**src/rtl/riot_pkg.sv**
```systemverilog
//==============================================================================
// Module      : riot_pkg
// Description : Shared register map, prescaler defaults and button bit indices
//               for the 6532 RIOT model.
// Revision    : 1.0  initial release
//==============================================================================
`default_nettype none

package riot_pkg;

    // Register map
    localparam logic [6:0] SWCHA     = 7'h00;
    localparam logic [6:0] SWACNT    = 7'h01;
    localparam logic [6:0] SWCHB     = 7'h02;
    localparam logic [6:0] SWBCNT    = 7'h03;
    localparam logic [6:0] INTIM     = 7'h04;
    localparam logic [6:0] INSTAT    = 7'h05;
    localparam logic [6:0] INTIM_IE  = 7'h0C;
    localparam logic [6:0] INSTAT_IE = 7'h0D;
    localparam logic [6:0] EDGE_BASE = 7'h04;
    localparam logic [6:0] EDGE_MASK = 7'h7C;
    localparam logic [6:0] TIM_BASE  = 7'h14;
    localparam logic [6:0] TIM_MASK  = 7'h74;

    // Default log2 prescale for interval selects 1..3
    localparam int PS_SHIFT1_DEF = 3;
    localparam int PS_SHIFT2_DEF = 6;
    localparam int PS_SHIFT3_DEF = 10;

    // Joystick / console switch bit positions on pa_i / pb_i
    localparam int BTN_RIGHT  = 7;
    localparam int BTN_LEFT   = 6;
    localparam int BTN_DOWN   = 5;
    localparam int BTN_UP     = 4;
    localparam int BTN_FIRE   = 3;
    localparam int BTN_SELECT = 1;
    localparam int BTN_RESET  = 0;

    typedef enum logic [1:0] {
        SEL_1    = 2'd0,
        SEL_8    = 2'd1,
        SEL_64   = 2'd2,
        SEL_1024 = 2'd3
    } tsel_e;

    function automatic int max3(input int a, input int b, input int c);
        int m;
        m = (a > b) ? a : b;
        return (m > c) ? m : c;
    endfunction

endpackage

`default_nettype wire

```
**src/rtl/riot_timer.sv**
```systemverilog
//==============================================================================
// Module      : riot_timer
// Description : Interval timer: prescaler, 8-bit down counter, underflow mode
//               and timer interrupt flag, advanced by a CPU-cycle enable.
// Revision    : 1.0  initial release
//==============================================================================
`default_nettype none

module riot_timer
    import riot_pkg::*;
#(
    parameter int PS_SHIFT1 = PS_SHIFT1_DEF,
    parameter int PS_SHIFT2 = PS_SHIFT2_DEF,
    parameter int PS_SHIFT3 = PS_SHIFT3_DEF
) (
    input  logic       clk_i,
    input  logic       rst_i,
    input  logic       ce,
    input  logic       load,
    input  logic [1:0] sel,
    input  logic [7:0] load_val,
    input  logic       rd_clr,
    output logic [7:0] timer,
    output logic       tflag
);

    localparam int PW_RAW = max3(PS_SHIFT1, PS_SHIFT2, PS_SHIFT3);
    localparam int PW     = (PW_RAW > 0) ? PW_RAW : 1;

    localparam logic [PW-1:0] LIM1 = PW'((1 << PS_SHIFT1) - 1);
    localparam logic [PW-1:0] LIM2 = PW'((1 << PS_SHIFT2) - 1);
    localparam logic [PW-1:0] LIM3 = PW'((1 << PS_SHIFT3) - 1);

    logic [PW-1:0] r_pre;
    logic [7:0]    r_timer;
    tsel_e         r_sel;
    logic          r_uflow;
    logic          r_tflag;

    logic [PW-1:0] w_limit;
    logic          w_tick;
    logic          w_zero_tick;

    always_comb begin
        w_limit = '0;
        case (r_sel)
            SEL_8:    w_limit = LIM1;
            SEL_64:   w_limit = LIM2;
            SEL_1024: w_limit = LIM3;
            default:  w_limit = '0;
        endcase
    end

    // Once underflowed the counter ticks on every enabled cycle
    assign w_tick      = ce && (r_uflow || (r_pre == w_limit));
    assign w_zero_tick = w_tick && (r_timer == 8'h00);

    always_ff @(posedge clk_i) begin
        if (rst_i) begin
            r_pre   <= '0;
            r_timer <= 8'h00;
            r_sel   <= SEL_1024;
            r_uflow <= 1'b0;
            r_tflag <= 1'b0;
        end else if (load) begin
            r_pre   <= '0;
            r_timer <= load_val;
            r_sel   <= tsel_e'(sel);
            r_uflow <= 1'b0;
            r_tflag <= 1'b0;
        end else begin
            if (ce) begin
                if (w_tick) begin
                    r_pre   <= '0;
                    r_timer <= r_timer - 8'd1;
                    if (r_timer == 8'h00)
                        r_uflow <= 1'b1;
                end else begin
                    r_pre <= r_pre + PW'(1);
                end
            end
            // An underflow in the same cycle as a read-clear still flags
            if (w_zero_tick)
                r_tflag <= 1'b1;
            else if (rd_clr)
                r_tflag <= 1'b0;
        end
    end

    assign timer = r_timer;
    assign tflag = r_tflag;

endmodule

`default_nettype wire

```
**src/rtl/riot6532.sv**
```systemverilog
//==============================================================================
// Module      : riot6532
// Description : 6532 RIOT: two I/O ports with direction registers, interval
//               timer, PA7 edge detector and interrupt logic on a CPU bus.
// Revision    : 1.0  initial release
//==============================================================================
`default_nettype none

module riot6532
    import riot_pkg::*;
#(
    parameter int         PS_SHIFT1 = PS_SHIFT1_DEF,
    parameter int         PS_SHIFT2 = PS_SHIFT2_DEF,
    parameter int         PS_SHIFT3 = PS_SHIFT3_DEF,
    parameter logic [7:0] DDRA_RST  = 8'h00,
    parameter logic [7:0] DDRB_RST  = 8'h00
) (
    input  logic       clk_i,
    input  logic       rst_i,
    input  logic       ce_i,
    input  logic       stb_i,
    input  logic       we_i,
    input  logic [6:0] adr_i,
    input  logic [7:0] dat_i,
    output logic [7:0] dat_o,
    input  logic [7:0] pa_i,
    input  logic [7:0] pb_i,
    output logic [7:0] pa_o,
    output logic [7:0] pb_o,
    output logic [7:0] pa_oe,
    output logic [7:0] pb_oe,
    output logic       irq_o,
    output logic [7:0] diag
);

    logic [7:0] r_ora;
    logic [7:0] r_orb;
    logic [7:0] r_ddra;
    logic [7:0] r_ddrb;
    logic       r_tie;
    logic       r_eie;
    logic       r_pol;
    logic       r_eflag;
    logic       r_pa7;

    logic       w_valid;
    logic       w_rd;
    logic       w_wr;
    logic       w_timer_rd;
    logic       w_stat_rd;
    logic       w_edge_wr;
    logic       w_load;
    logic       w_edge;
    logic       w_rd_hit;
    logic [7:0] w_rd_data;
    logic [7:0] w_timer;
    logic       w_tflag;

    assign w_valid    = stb_i & ~rst_i;
    assign w_rd       = w_valid & ~we_i;
    assign w_wr       = w_valid & we_i;
    assign w_timer_rd = w_rd && ((adr_i == INTIM) || (adr_i == INTIM_IE));
    assign w_stat_rd  = w_rd && ((adr_i == INSTAT) || (adr_i == INSTAT_IE));
    assign w_edge_wr  = w_wr && ((adr_i & EDGE_MASK) == EDGE_BASE);
    assign w_load     = w_wr && ((adr_i & TIM_MASK) == TIM_BASE);

    riot_timer #(
        .PS_SHIFT1 (PS_SHIFT1),
        .PS_SHIFT2 (PS_SHIFT2),
        .PS_SHIFT3 (PS_SHIFT3)
    ) u_timer (
        .clk_i    (clk_i),
        .rst_i    (rst_i),
        .ce       (ce_i),
        .load     (w_load),
        .sel      (adr_i[1:0]),
        .load_val (dat_i),
        .rd_clr   (w_timer_rd),
        .timer    (w_timer),
        .tflag    (w_tflag)
    );

    always_comb begin
        w_rd_hit  = 1'b1;
        w_rd_data = 8'h00;
        case (adr_i)
            SWCHA:             w_rd_data = (pa_i & ~r_ddra) | (r_ora & r_ddra);
            SWACNT:            w_rd_data = r_ddra;
            SWCHB:             w_rd_data = (pb_i & ~r_ddrb) | (r_orb & r_ddrb);
            SWBCNT:            w_rd_data = r_ddrb;
            INTIM, INTIM_IE:   w_rd_data = w_timer;
            INSTAT, INSTAT_IE: w_rd_data = {w_tflag, r_eflag, 6'b0};
            default:           w_rd_hit  = 1'b0;
        endcase
    end

    always_ff @(posedge clk_i) begin
        if (rst_i)
            dat_o <= 8'h00;
        else if (w_rd && w_rd_hit)
            dat_o <= w_rd_data;
    end

    always_ff @(posedge clk_i) begin
        if (rst_i) begin
            r_ora  <= 8'h00;
            r_orb  <= 8'h00;
            r_ddra <= DDRA_RST;
            r_ddrb <= DDRB_RST;
            r_tie  <= 1'b0;
            r_eie  <= 1'b0;
            r_pol  <= 1'b0;
        end else begin
            if (w_wr) begin
                case (adr_i)
                    SWCHA:   r_ora  <= dat_i;
                    SWACNT:  r_ddra <= dat_i;
                    SWCHB:   r_orb  <= dat_i;
                    SWBCNT:  r_ddrb <= dat_i;
                    default: ;
                endcase
            end
            if (w_edge_wr) begin
                r_pol <= adr_i[0];
                r_eie <= adr_i[1];
            end
            if (w_load || w_timer_rd)
                r_tie <= adr_i[3];
        end
    end

    // PA7 is sampled every clock so the edge history survives reset cleanly
    always_ff @(posedge clk_i) begin
        r_pa7 <= pa_i[7];
    end

    assign w_edge = r_pol ? (~r_pa7 & pa_i[7]) : (r_pa7 & ~pa_i[7]);

    always_ff @(posedge clk_i) begin
        if (rst_i)
            r_eflag <= 1'b0;
        else if (w_edge)
            r_eflag <= 1'b1;
        else if (w_stat_rd)
            r_eflag <= 1'b0;
    end

    assign pa_o  = r_ora;
    assign pb_o  = r_orb;
    assign pa_oe = r_ddra;
    assign pb_oe = r_ddrb;
    assign irq_o = (w_tflag & r_tie) | (r_eflag & r_eie);
    assign diag  = w_timer;

endmodule

`default_nettype wire

```
**config.mk**
```make
export PLATFORM = sky130hd
export DESIGN_NAME = riot6532
export DESIGN_NICKNAME = d
export VERILOG_FILES = /design/src/rtl/riot_pkg.sv /design/src/rtl/riot_timer.sv /design/src/rtl/riot6532.sv
export SDC_FILE = /design/constraint.sdc
export NUM_CORES = 1
export LEC_CHECK = 0
export ABC_AREA = 1
export ABC_CLOCK_PERIOD_IN_PS = 2500
export BUFFER_PORTS_ARGS = -buffer_cell sky130_fd_sc_hd__buf_2
export CELL_PAD_IN_SITES_DETAIL_PLACEMENT = 0
export CELL_PAD_IN_SITES_GLOBAL_PLACEMENT = 2
export CORE_MARGIN = 5
export CORE_UTILIZATION = 30
export CTS_CLUSTER_DIAMETER = 80
export CTS_CLUSTER_SIZE = 28
export DETAILED_ROUTE_END_ITERATION = 8
export PLACE_DENSITY_LB_ADDON = 0.1
export SYNTH_ARGS = -nofsm -noshare
export SYNTH_HDL_FRONTEND = slang
export SYNTH_SLANG_ARGS = --single-unit
export TNS_END_PERCENT = 30
```
**constraint.sdc**
```tcl
create_clock -name clk_i -period 2.5 [get_ports clk_i]
set_input_delay 0.25 -clock clk_i [delete_from_list [all_inputs] [get_ports clk_i]]
set_output_delay 0.25 -clock clk_i [all_outputs]
set_load 0.1 [all_outputs]
```
After elaboration in Yosys (flattened, before gate mapping)
Index checks and enable logic that the tools add are counted.
Word-level totals
  flip-flop bits (word level): 67
  output and inout port bits: 49
Cells by class
  add/subtract/negate cells: 2
  equality and inequality tests: 13
  muxes and demuxes: 12
  bitwise operators: 20
  reductions and logical operators: 27
Operators by type and width (count)
  one-hot mux 8 bit (6 select lines): 1
  bitwise AND 8 bit: 4
  one-hot mux 10 bit (3 select lines): 1
  2-to-1 mux 8 bit: 3
  NOT 8 bit: 2
  OR 8 bit: 2
  == test 7 x 2 -> 1 bit (second input constant): 2
  == test 7 x 3 -> 1 bit (second input constant): 2
  == test 7 x 4 -> 1 bit (second input constant): 2
  adder 10 x 1 -> 10 bit (second input constant): 1
  == test 10 bit: 1
  2-to-1 mux 10 bit: 1
  AND reduction 2 bit: 5
  zero test 8 bit: 1
  nonzero test 2 bit: 4
  OR reduction 8 bit: 1
  subtractor 8 x 1 -> 8 bit (second input constant): 1
  bitwise AND 1 bit: 7
  == test 7 x 1 -> 1 bit (second input constant): 1
  logical AND 1 bit: 7
  zero test 7 bit: 1
  2-to-1 mux 1 bit: 6
  OR reduction 2 bit: 3
  == test 5 x 1 -> 1 bit (second input constant): 1
  7 further kinds: 14

Longest topological paths before layout
Gate-level depths: netlist of run 1.
  word-level depth: 8
  mapped depth: 12
  gate-level depth less buffers: 12

Hierarchy
Synthesis of run 1 repeated with hierarchy kept, for this count alone.
Second synthesis, totals
  cells, all modules: 575
  area total of the unflattened synthesis: 3668.5 µm²
By module, submodules not included
  riot6532: times used 1, cells each 384, area an instance 2392.3 µm², seq. area each 900.9 µm²
  riot_timer: times used 1, cells each 191, area an instance 1276.2 µm², seq. area each 440.4 µm²

Least setup slack after synthesis of run 1
OpenSTA, ideal clock, no wires.
  kind: reg-to-reg
  start point: reg u_timer.r_timer[0] (netlist: u_timer.timer[0])
  end point: reg u_timer.r_timer[6] (netlist: u_timer.timer[6])
  arrival: 1.857 ns
  path slack: 0.526 ns
  stages on the path, launching flop included: 9
  buffers on the path: 0
  period minus slack after synthesis: 1.974 ns
  cell sequence: dfxtp_1 > inv_1 > ha_1 > inv_1 > nor2_1 > nand4_1 > nand3_1 > o21bai_1 > nor2_1
On the way
  word-level cells in the longest chain between the ends: 4
RTL lines
  start, declared: line riot_timer.sv:35  | logic [7:0] r_timer;
  start signal, assigned: line riot_timer.sv:67  | r_timer <= load_val;
  start signal, assigned: line riot_timer.sv:75  | r_timer <= r_timer - 8'd1;
  subtractor 8 x 1 -> 8 bit: line riot_timer.sv:75
  2-to-1 mux 8 bit: line riot_timer.sv:73  | if (w_tick) begin
  2-to-1 mux 8 bit: line riot_timer.sv:72  | if (ce) begin
  2-to-1 mux 8 bit: line riot_timer.sv:65  | end else if (load) begin
No other way between the ends. The select of a mux whose other input is x is not followed.
A chain may end at the register's enable or synchronous reset.

Worst setup path after layout of run 1
  start point: in rst_i
  end point: reg r_ddrb[6] (netlist: pb_oe[6])
On the way
  word-level cells in the longest chain between the ends: 4
RTL lines
  start, declared: line riot6532.sv:19  | input logic rst_i,
  NOT 1 bit: line riot6532.sv:59  | assign w_valid = stb_i & ~rst_i;
  bitwise AND 1 bit: line riot6532.sv:59
  bitwise AND 1 bit: line riot6532.sv:61  | assign w_wr = w_valid & we_i;
  AND reduction 2 bit (no source line)
  end signal, assigned: line riot6532.sv:119  | SWBCNT: r_ddrb <= dat_i;
  end, declared: line riot6532.sv:39  | logic [7:0] r_ddrb;
Parallel ways exist; a longest one is shown, timed or not.

==> results of run 1 <==
-- routing by layer --
layer,track usage (%),share of wire [%]
met2,26.0,46
met5,0,0
met1,23.1,47
met3,3.92,4.6
met4,7.04,1.7
-- worst max path at each step --
stage	to	slack, ns	cells after the start
2_1_floorplan	u_timer.timer[6]$_SDFFE_PP0P_	0.53	8
3_3_place_gp	pb_oe[6]$_SDFFE_PP0P_	0.54	7
3_5_place_dp	pb_oe[6]$_SDFFE_PP0P_	0.48	7
4_1_cts	pb_oe[6]$_SDFFE_PP0P_	0.83	7
5_1_grt	pb_oe[6]$_SDFFE_PP0P_	0.56	7
6_report	pb_oe[6]$_SDFFE_PP0P_	0.86	7
-- kinds of logic (layout without fill, tap and decap cells) --
logic type	Yosys count	count (layout)	synth area share (%)
buffers and inverters	83	173	10.2
adder cells (fa/ha/maj)	2	2	0.743
AND/OR/NAND/NOR	194	194	25.8
XOR/XNOR	4	4	1.04
flip-flops	67	67	39.8
AO/OA/AOI/OAI	146	146	22.4
-- synthesized netlist by cell type (3+ instances only) --
cell type / number
clkbuf_1: 6
buf_6: 3
nand2_1: 99
nor2_2: 3
a21oi_1: 58
inv_1: 64
buf_2: 3
nand3_1: 17
inv_2: 5
dfxtp_1: 67
nor3_1: 8
nor2_1: 48
a31oi_1: 5
o21ai_0: 73
nand2_2: 3
nand2_4: 3
nand4_1: 4
-- registers in the layout, summed over array words and instances (netlist names) --
name             count
u_timer.r_pre       10
dat_o                8
pa_o                 8
pa_oe                8
pb_o                 8
pb_oe                8
u_timer.timer        8
u_timer.r_sel        2
r_eflag              1
r_eie                1
r_pa7                1
r_pol                1
r_tie                1
u_timer.r_uflow      1
u_timer.tflag        1
-- final cells by class --
cell class	instances	share of cell area [%]
multi-input combinational	346	39.9
clock buffer	15	6.59
sequential	67	31.8
tap	140	4.15
timing repair buffer	87	10.5
inverter	70	6.29
clock inverter	1	0.712
-- critical path, cell delays in order --
cell and delay [ns]:
buf_2 0.16, inv_2 0.20, nand3_4 0.17, inv_4 0.12
nand4_1 0.50, o21ai_0 0.36, a21oi_1 0.06
-- metrics by stage --
step	cells	hold WS, ns
after floorplan	496	0.278
after global placement	710	0.381
after detailed placement	710	0.383
after CTS	726	0.0309
after global routing	726	0.0353
final	726	0.0451
-- power breakdown --
group          total, W  switching [W]  internal, W
combinational  0.000163       0.000112    0.0000509
sequential      0.00108     0.00000736      0.00108
clock           0.00131       0.000453     0.000855
==> flow_metrics.env, run 1 <==
export IMPL_outcome="finished clean"
export IMPL_postRouteAntennaNets=0
export IMPL_gp_congestion=0.846
export IMPL_core_um2=10900
export IMPL_cts_sinks=67
export IMPL_clock_fmax_mhz=611
export IMPL_clk_path_buf_depth=2
export IMPL_hold_start="pa_i[7]"
export IMPL_p_per_area_nw_per_um2=606
export IMPL_yosysSeqAreaShare_pct=39.8
export IMPL_finalCoreUtilization_pct=38.6
export IMPL_regArea_um2=1340
export IMPL_cts_resized=0
export IMPL_crit_path_start="rst_i"
export IMPL_grt_pass1_wl_mm=17.5
export IMPL_wire_per_inst_um=15.2
export IMPL_firstDrtPassIters=4
export IMPL_r2r_start="u_timer.r_sel[1]$_SDFFE_PP1P_"
export IMPL_finClkSkew_ns=0.00468
export IMPL_yosys_warnings=0
export IMPL_drt_first_iter_violations=183
export IMPL_overflow=0
export IMPL_drv_slew=0
export IMPL_r2r_end="u_timer.timer[5]$_SDFFE_PP0P_"
export IMPL_power_leakage_nw=1.93
export IMPL_fin_setup_tns_ns=0
export IMPL_fp_dieH_um=116
export IMPL_synthFlopType="dfxtp_1"
export IMPL_viasPerCell=4.67
export IMPL_cts_root_buffer="clkbuf_16"
export IMPL_cp_start_kind="primary input"
export IMPL_insertion_delay_ns=0.33
export IMPL_fill_cells=1228
export IMPL_critPathCaptureType="flop"
export IMPL_synth_edf_count=0
export IMPL_synth_top_area_cell="dfxtp_1"
export IMPL_synth_top_area_share_pct=39.8
export IMPL_dpl_cell_area_um2=3910
export IMPL_num_io_pins=85
export IMPL_start_util_pct=30.8
export IMPL_nNetsFinal=619
export IMPL_arrival_ns=1.83
export IMPL_dieArea_um2=13500
export IMPL_max_cap_violations=0
export IMPL_layout_drive_gt1_share_pct=21.0
export IMPL_reg2reg_depth=9
export IMPL_antennaDiodeCount=0
export IMPL_dp_slack_ns=0.484
export IMPL_reg2reg_slack_ns=0.93
export IMPL_synth_area_um2=3370
export IMPL_syn_inst=496
export IMPL_worstSetupPathType="in -> reg"
export IMPL_multiInputGateArea_um2=1680
export IMPL_dp_hpwl_mm=8.50
export IMPL_cts_setup_buffers=0
export IMPL_row_count=38
export IMPL_min_period_ns=1.64
export IMPL_path_clk_slew_ns=0.06
export IMPL_grt_pass1_vias=3298
export IMPL_routed_wl_mm=11.0
export IMPL_worstMarginPinSlew_ns=0.729
export IMPL_layout_common_cells="nand2_1 (99), buf_2 (84), o21ai_0 (73), dfxtp_1 (67), inv_1 (64)"
export IMPL_min_path_type="in -> reg"
export IMPL_numCtsBuffers=9
export IMPL_synth_seq_cells=67
export IMPL_rsz0062_at_grt="no"
export IMPL_worst_hold_path_num_cells=1
export IMPL_synth_area_leaders="dfxtp_1 (40%), nand2_1 (11%), o21ai_0 (11%)"
export IMPL_finalCritPeriodShare_pct=65.5
export IMPL_irDropWorstVdd_mv=0.390
export IMPL_via_count=3392
export IMPL_antenna_found_initial=0
export IMPL_setup_violations=0
export IMPL_syn_to_final_growth_pct=25.1
export IMPL_cp_max_fo=16
export IMPL_worst_ep_required_time_ns=2.69
export IMPL_grt_max_degree=41
export IMPL_tritoncts="built"
export IMPL_fin_ws_ns=0.863
export IMPL_max_slew_margin_pct=51.0
export IMPL_final_hold_violation_count=0
export IMPL_grt_usage_pct=17.0
export IMPL_min_to="r_pa7$_DFF_P_"
export IMPL_htree_levels=3
export IMPL_avgSynthCellArea_um2=6.79
export IMPL_die_width_um=116
export IMPL_synth_nets=534
export IMPL_layout_commonest_cell="nand2_1"
export IMPL_fin_area_um2=4220
export IMPL_synth_distinct_cells=35
export IMPL_power_total_w=0.00255
export IMPL_postCtsHoldBufs=0
export IMPL_drc_errors=0
export IMPL_async_flop_share_pct=0
export IMPL_numPortBuffers=84
Power figures use the tool's default switching activity.
==> run 2: changes to the inputs <==
Settings changed: ABC_CLOCK_PERIOD_IN_PS 2500 to 1600, CORE_UTILIZATION 30 to 28.
Clock period 2.5 ns to 1.6 ns, I/O delays scaled along.
==> run 2 against run 1 <==
Against the previous run:
- clock skew up 0.0017 ns
- critical path depth down 6
- die area up 6.5%
- largest cell class unchanged
- critical path type is now reg -> out
- cell area up 4.4%
- worst hold slack better by 0.070 ns
- sequential share of layout area down 1.1 points
- first-iteration DRC count down 18%
- clock power up 56%
- global-route usage down 0.69 points
- worst setup slack worse by 0.71 ns
- wire length up 2.3%
==> flow_metrics.env, run 2 (same netlist as run 1, synthesis figures left out) <==
export IMPL_p_per_area_nw_per_um2=908
export IMPL_worstMarginPinSlew_ns=0.507
export IMPL_viasPerCell=4.64
export IMPL_wire_per_inst_um=15.0
export IMPL_finalCoreUtilization_pct=37.0
export IMPL_routed_wl_mm=11.3
export IMPL_min_period_ns=1.44
export IMPL_min_path_type="in -> reg"
export IMPL_layout_drive_gt1_share_pct=25.7
export IMPL_power_total_w=0.00400
export IMPL_htree_levels=3
export IMPL_insertion_delay_ns=0.32
export IMPL_worst_ep_required_time_ns=1.44
export IMPL_largest_register_ff_count=10
export IMPL_final_hold_violation_count=0
export IMPL_dp_hpwl_mm=8.81
export IMPL_cp_slowest_stage_delay_ns=0.49
export IMPL_grt_usage_pct=16.3
export IMPL_cp_max_fo=6
export IMPL_start_util_pct=28.3
export IMPL_num_io_pins=85
export IMPL_critPathCaptureType="output pin"
export IMPL_tritoncts="built"
export IMPL_crit_buf_inv=1
export IMPL_drt_first_iter_violations=150
export IMPL_wl_met3_um=798
export IMPL_worstSetupPathType="reg -> out"
export IMPL_fin_ws_ns=0.157
export IMPL_topRoutingLayerUsed="met4"
export IMPL_max_slew_margin_pct=66.5
export IMPL_die_width_um=120
export IMPL_finClkSkew_ns=0.00641
export IMPL_drv_slew=0
export IMPL_layout_common_cells="nand2_1 (99), buf_2 (84), o21ai_0 (73), inv_1 (64), a21oi_1 (58)"
export IMPL_syn_to_final_growth_pct=30.7
export IMPL_met2WireLength_mm=5.08
export IMPL_row_count=40
export IMPL_cp_start_kind="flop"
export IMPL_slowest_stage="buf_2"
export IMPL_hold_slack_ns=0.116
export IMPL_arrival_ns=1.28
export IMPL_firstDrtPassIters=6
export IMPL_path_clk_slew_ns=0.06
export IMPL_met1_length_mm=5.27
export IMPL_power_leakage_nw=2.03
export IMPL_fp_dieH_um=120
export IMPL_drc_errors=0
export IMPL_r2r_start="u_timer.timer[0]$_SDFFE_PP0P_"
export IMPL_layout_commonest_cell="nand2_1"
export IMPL_setup_violations=0
export IMPL_grt_pass1_vias=3475
export IMPL_clock_fmax_mhz=693
export IMPL_antennaDiodeCount=0
export IMPL_finalCritPeriodShare_pct=90.2
export IMPL_outcome="finished clean"
export IMPL_cts_sinks=67
export IMPL_cts_setup_buffers=0
export IMPL_dp_slack_ns=0.0492
export IMPL_cp_cell_sequence="buf_2"
export IMPL_cts_root_buffer="clkbuf_16"
export IMPL_rsz0062_at_grt="no"
export IMPL_crit_path_start="u_timer.timer[7]$_SDFFE_PP0P_"
export IMPL_grt_pass1_wl_mm=18.4
export IMPL_core_um2=11900
export IMPL_gp_congestion=0.748
export IMPL_numCtsBuffers=9
export IMPL_overflow=0
export IMPL_top_register="u_timer.r_pre"
export IMPL_antenna_found_initial=0
export IMPL_irDropWorstVdd_mv=0.401
export IMPL_fin_area_um2=4400
export IMPL_numPortBuffers=84
export IMPL_grt_max_degree=26
export IMPL_hold_start="rst_i"
export IMPL_via_count=3482
export IMPL_nNetsFinal=639
export IMPL_max_cap_violations=0
export IMPL_dieArea_um2=14300
export IMPL_postRouteAntennaNets=0
export IMPL_dpl_cell_area_um2=4070
export IMPL_clk_path_buf_depth=2
export IMPL_critPathTopFamily="buffers and inverters"
==> run 2: worst register-to-register path, stage by stage (launching register included) <==
cell	delay, ns
dfxtp_2	0.36
inv_1	0.08
ha_2	0.21
inv_1	0.05
nor2_2	0.11
nand4_1	0.11
nor2_1	0.13
nand3_1	0.11
a21oi_1	0.16
==> run 2: path summary, 6_finish.rpt <==
kind                                        end  slack, ns  cells after the start
setup reg to reg     u_timer.tflag$_SDFFE_PP0P_       0.21                      8
hold reg to reg            pb_o[1]$_SDFFE_PP0P_       0.47                      2
hold / removal    u_timer.r_sel[0]$_SDFFE_PP1P_       0.12                      3
setup / recovery                        diag[7]       0.16                      1
==> run 2: metal layers <==
metal  GRT usage (%)  up-vias
li1                -     1833
met1            22.6     1561
met2            25.3       80
met3            3.63        8
met4            4.87        0
met5               0        -
==> run 2: area by class of cell <==
class	count	area, um^2
clock buffers	12	267
clock inverters	2	35.0
fillers	1350	7510
inverters	70	265
multi-input cells	346	1700
flip-flops and latches	67	1350
well taps	147	184
repair buffers	107	596
==> run 2: metrics by stage <==
| step | instances | setup TNS, ns |
|---|---|---|
| floorplan | 496 | -0.441 |
| global placement | 736 | 0 |
| detailed placement | 736 | 0 |
| CTS | 751 | 0 |
| global route | 751 | 0 |
| finish | 751 | 0 |
==> run 2: timing repair <==
action / 4_1_cts / 5_1_grt
gates resized for setup: 0 / 5
hold buffers: 1 / 0
endpoints found under the hold margin: 1 / 0
setup endpoints to repair: 0 / 20
==> run 2: where the power goes <==
group | switching (W) | total [W] | internal [W]
Sequential | 0.0000115 | 0.00169 | 0.00168
Combinational | 0.000179 | 0.000270 | 0.0000912
Clock | 0.000721 | 0.00204 | 0.00131
Total | 0.000911 | 0.00400 | 0.00309
==> run 3: changes to the inputs <==
Settings changed: ABC_CLOCK_PERIOD_IN_PS 1600 to 1800, CORE_UTILIZATION 28 to 30.
Clock period 1.6 ns to 1.8 ns, I/O delays scaled along.
==> run 3 against run 2 <==
Against the previous run:
- sequential cell count unchanged
- cell count decreased by 2.4%
- worst setup slack improved by 0.12 ns
- sequential power decreased by 11%
- core utilization increased by 2.3 points
- sequential share of layout area increased by 0.61 points
- clock skew about the same
- die area decreased by 6.1%
- critical path type is now reg -> reg
- highest routed layer unchanged
==> flow_metrics.env, run 3 (same netlist as run 1, synthesis figures left out) <==
export IMPL_drt_first_iter_violations=170
export IMPL_fin_setup_tns_ns=0
export IMPL_max_slew_margin_pct=67.2
export IMPL_via_count=3467
export IMPL_syn_to_final_growth_pct=27.3
export IMPL_worst_ep_required_time_ns=2.05
export IMPL_grt_pass1_vias=3417
export IMPL_min_path_type="in -> reg"
export IMPL_numPortBuffers=84
export IMPL_clk_path_buf_depth=2
export IMPL_cts_sinks=67
export IMPL_min_period_ns=1.53
export IMPL_irDropWorstVdd_mv=0.301
export IMPL_cts_root_buffer="clkbuf_16"
export IMPL_top_register="u_timer.r_pre"
export IMPL_antennaDiodeCount=0
export IMPL_numCtsBuffers=9
export IMPL_grt_max_degree=29
export IMPL_nNetsFinal=627
export IMPL_dp_hpwl_mm=8.64
export IMPL_viasPerCell=4.73
export IMPL_firstDrtPassIters=4
export IMPL_tritoncts="built"
export IMPL_die_width_um=116
export IMPL_gp_congestion=0.842
export IMPL_reg2reg_depth=10
export IMPL_power_leakage_nw=1.97
export IMPL_cp_start_kind="flop"
export IMPL_path_clk_slew_ns=0.06
export IMPL_drc_errors=0
export IMPL_cts_setup_buffers=0
export IMPL_cp_max_fo=9
export IMPL_final_hold_violation_count=0
export IMPL_layout_common_cells="nand2_1 (99), buf_2 (84), o21ai_0 (73), inv_1 (64), dfxtp_1 (64)"
export IMPL_max_cap_violations=0
export IMPL_slowest_stage="dfxtp_1"
export IMPL_drv_slew=0
export IMPL_power_total_w=0.00362
export IMPL_routed_wl_mm=11.2
export IMPL_stdcell_count=733
export IMPL_layout_commonest_cell="nand2_1"
export IMPL_worstSetupPathType="reg -> reg"
export IMPL_worstMarginPinSlew_ns=0.495
export IMPL_htree_levels=3
export IMPL_overflow=0
export IMPL_cp_depth=10
export IMPL_crit_buf_inv=1
export IMPL_fp_dieH_um=116
export IMPL_grt_pass1_wl_mm=17.8
export IMPL_dieArea_um2=13500
export IMPL_rsz0062_at_grt="no"
export IMPL_outcome="finished clean"
export IMPL_clock_fmax_mhz=655
export IMPL_insertion_delay_ns=0.34
export IMPL_layout_drive_gt1_share_pct=22.6
export IMPL_cp_cell_sequence="nand2_1 -> inv_1 -> nor2_1 -> nor2_1 -> nand3_1 -> nand2_2 -> nand2_4 -> nand2_4 -> nand2_1 -> a21oi_1"
export IMPL_num_io_pins=85
export IMPL_setup_violations=0
export IMPL_antenna_found_initial=0
export IMPL_largest_register_ff_count=10
export IMPL_finalCritPeriodShare_pct=84.8
export IMPL_reg2reg_slack_ns=0.27
export IMPL_cp_slowest_stage_delay_ns=0.39
export IMPL_p_per_area_nw_per_um2=844
export IMPL_critPathCaptureType="flop"
export IMPL_row_count=38
export IMPL_start_util_pct=30.8
export IMPL_grt_usage_pct=17.4
export IMPL_finClkSkew_ns=0.00635
export IMPL_dp_cells=717
export IMPL_critPathTopFamily="simple AND/OR/NAND/NOR gates"
export IMPL_worst_hold_path_num_cells=3
export IMPL_wire_per_inst_um=15.3
export IMPL_core_um2=10900
export IMPL_arrival_ns=1.78
export IMPL_postRouteAntennaNets=0
-- run 3: cell count changes in the layout (fill, tap and decap cells not counted), sizes merged --
cell | before | now
clkinv | 1 | 0
buf | 106 | 94
clkbuf | 12 | 14
-- run 3: worst register-to-register path, delay by kind of cell (launching register included) --
family                 cells  cell delay [ns]
and+or+nand+nor            8             0.77
DFF                        1             0.39
AOI/OAI and AO/OA          1             0.17
buffers and inverters      1             0.13
-- run 3: routing by layer --
layer	track usage, %	wire length (um)
met5	0	0
met3	3.19	477
met1	22.5	5190
met2	28.6	5320
met4	6.96	196
-- run 3: repair_timing --
| item | in CTS | in global routing |
|---|---|---|
| endpoints found under the setup margin | 0 | 2 |
| hold buffers | 1 | 0 |
| gates resized for setup | 0 | 1 |
| endpoints found under the hold margin | 1 | 0 |
-- run 3: final timing paths --
path | from | to
max | u_timer.r_pre[0]$_SDFFE_PP0P_ | u_timer.timer[2]$_SDFFE_PP0P_
min | adr_i[3] | r_tie$_SDFFE_PP0P_
max reg2reg | u_timer.r_pre[0]$_SDFFE_PP0P_ | u_timer.timer[2]$_SDFFE_PP0P_
min reg2reg | pb_o[6]$_SDFFE_PP0P_ | pb_o[6]$_SDFFE_PP0P_
-- run 3: final cells by class --
class,instances,area (um^2)
repair buffers,95,505
clock inverters,1,30.0
fillers,1217,6650
well taps,140,175
flip-flops and latches,67,1350
multi-input cells,346,1680
inverters,70,265
clock buffers,14,284
-- run 3: metrics by stage --
step / util [%] / setup slack (ns) / instance area, um^2 / hold slack (ns)
4_1_cts: 39.2 / 0.139 / 4290 / 0.104
5_1_grt: 39.2 / 0.0287 / 4290 / 0.126
2_1_floorplan: - / -0.117 / 3370 / 0.208
3_5_place_dp: 36.2 / 0.126 / 3960 / 0.317
3_3_place_gp: 36.2 / 0.116 / 3960 / 0.318
6_report: 39.2 / 0.273 / 4290 / 0.115
-- run 3: report_power, final --
part / total (W) / internal (W) / leakage, nW / switching [W]
registers: 0.00150 / 0.00149 / 0.541 / 0.00000968
logic: 0.000233 / 0.0000756 / 1.27 / 0.000157
clock network: 0.00188 / 0.00122 / 0.155 / 0.000665
total: 0.00362 / 0.00279 / 1.97 / 0.000832
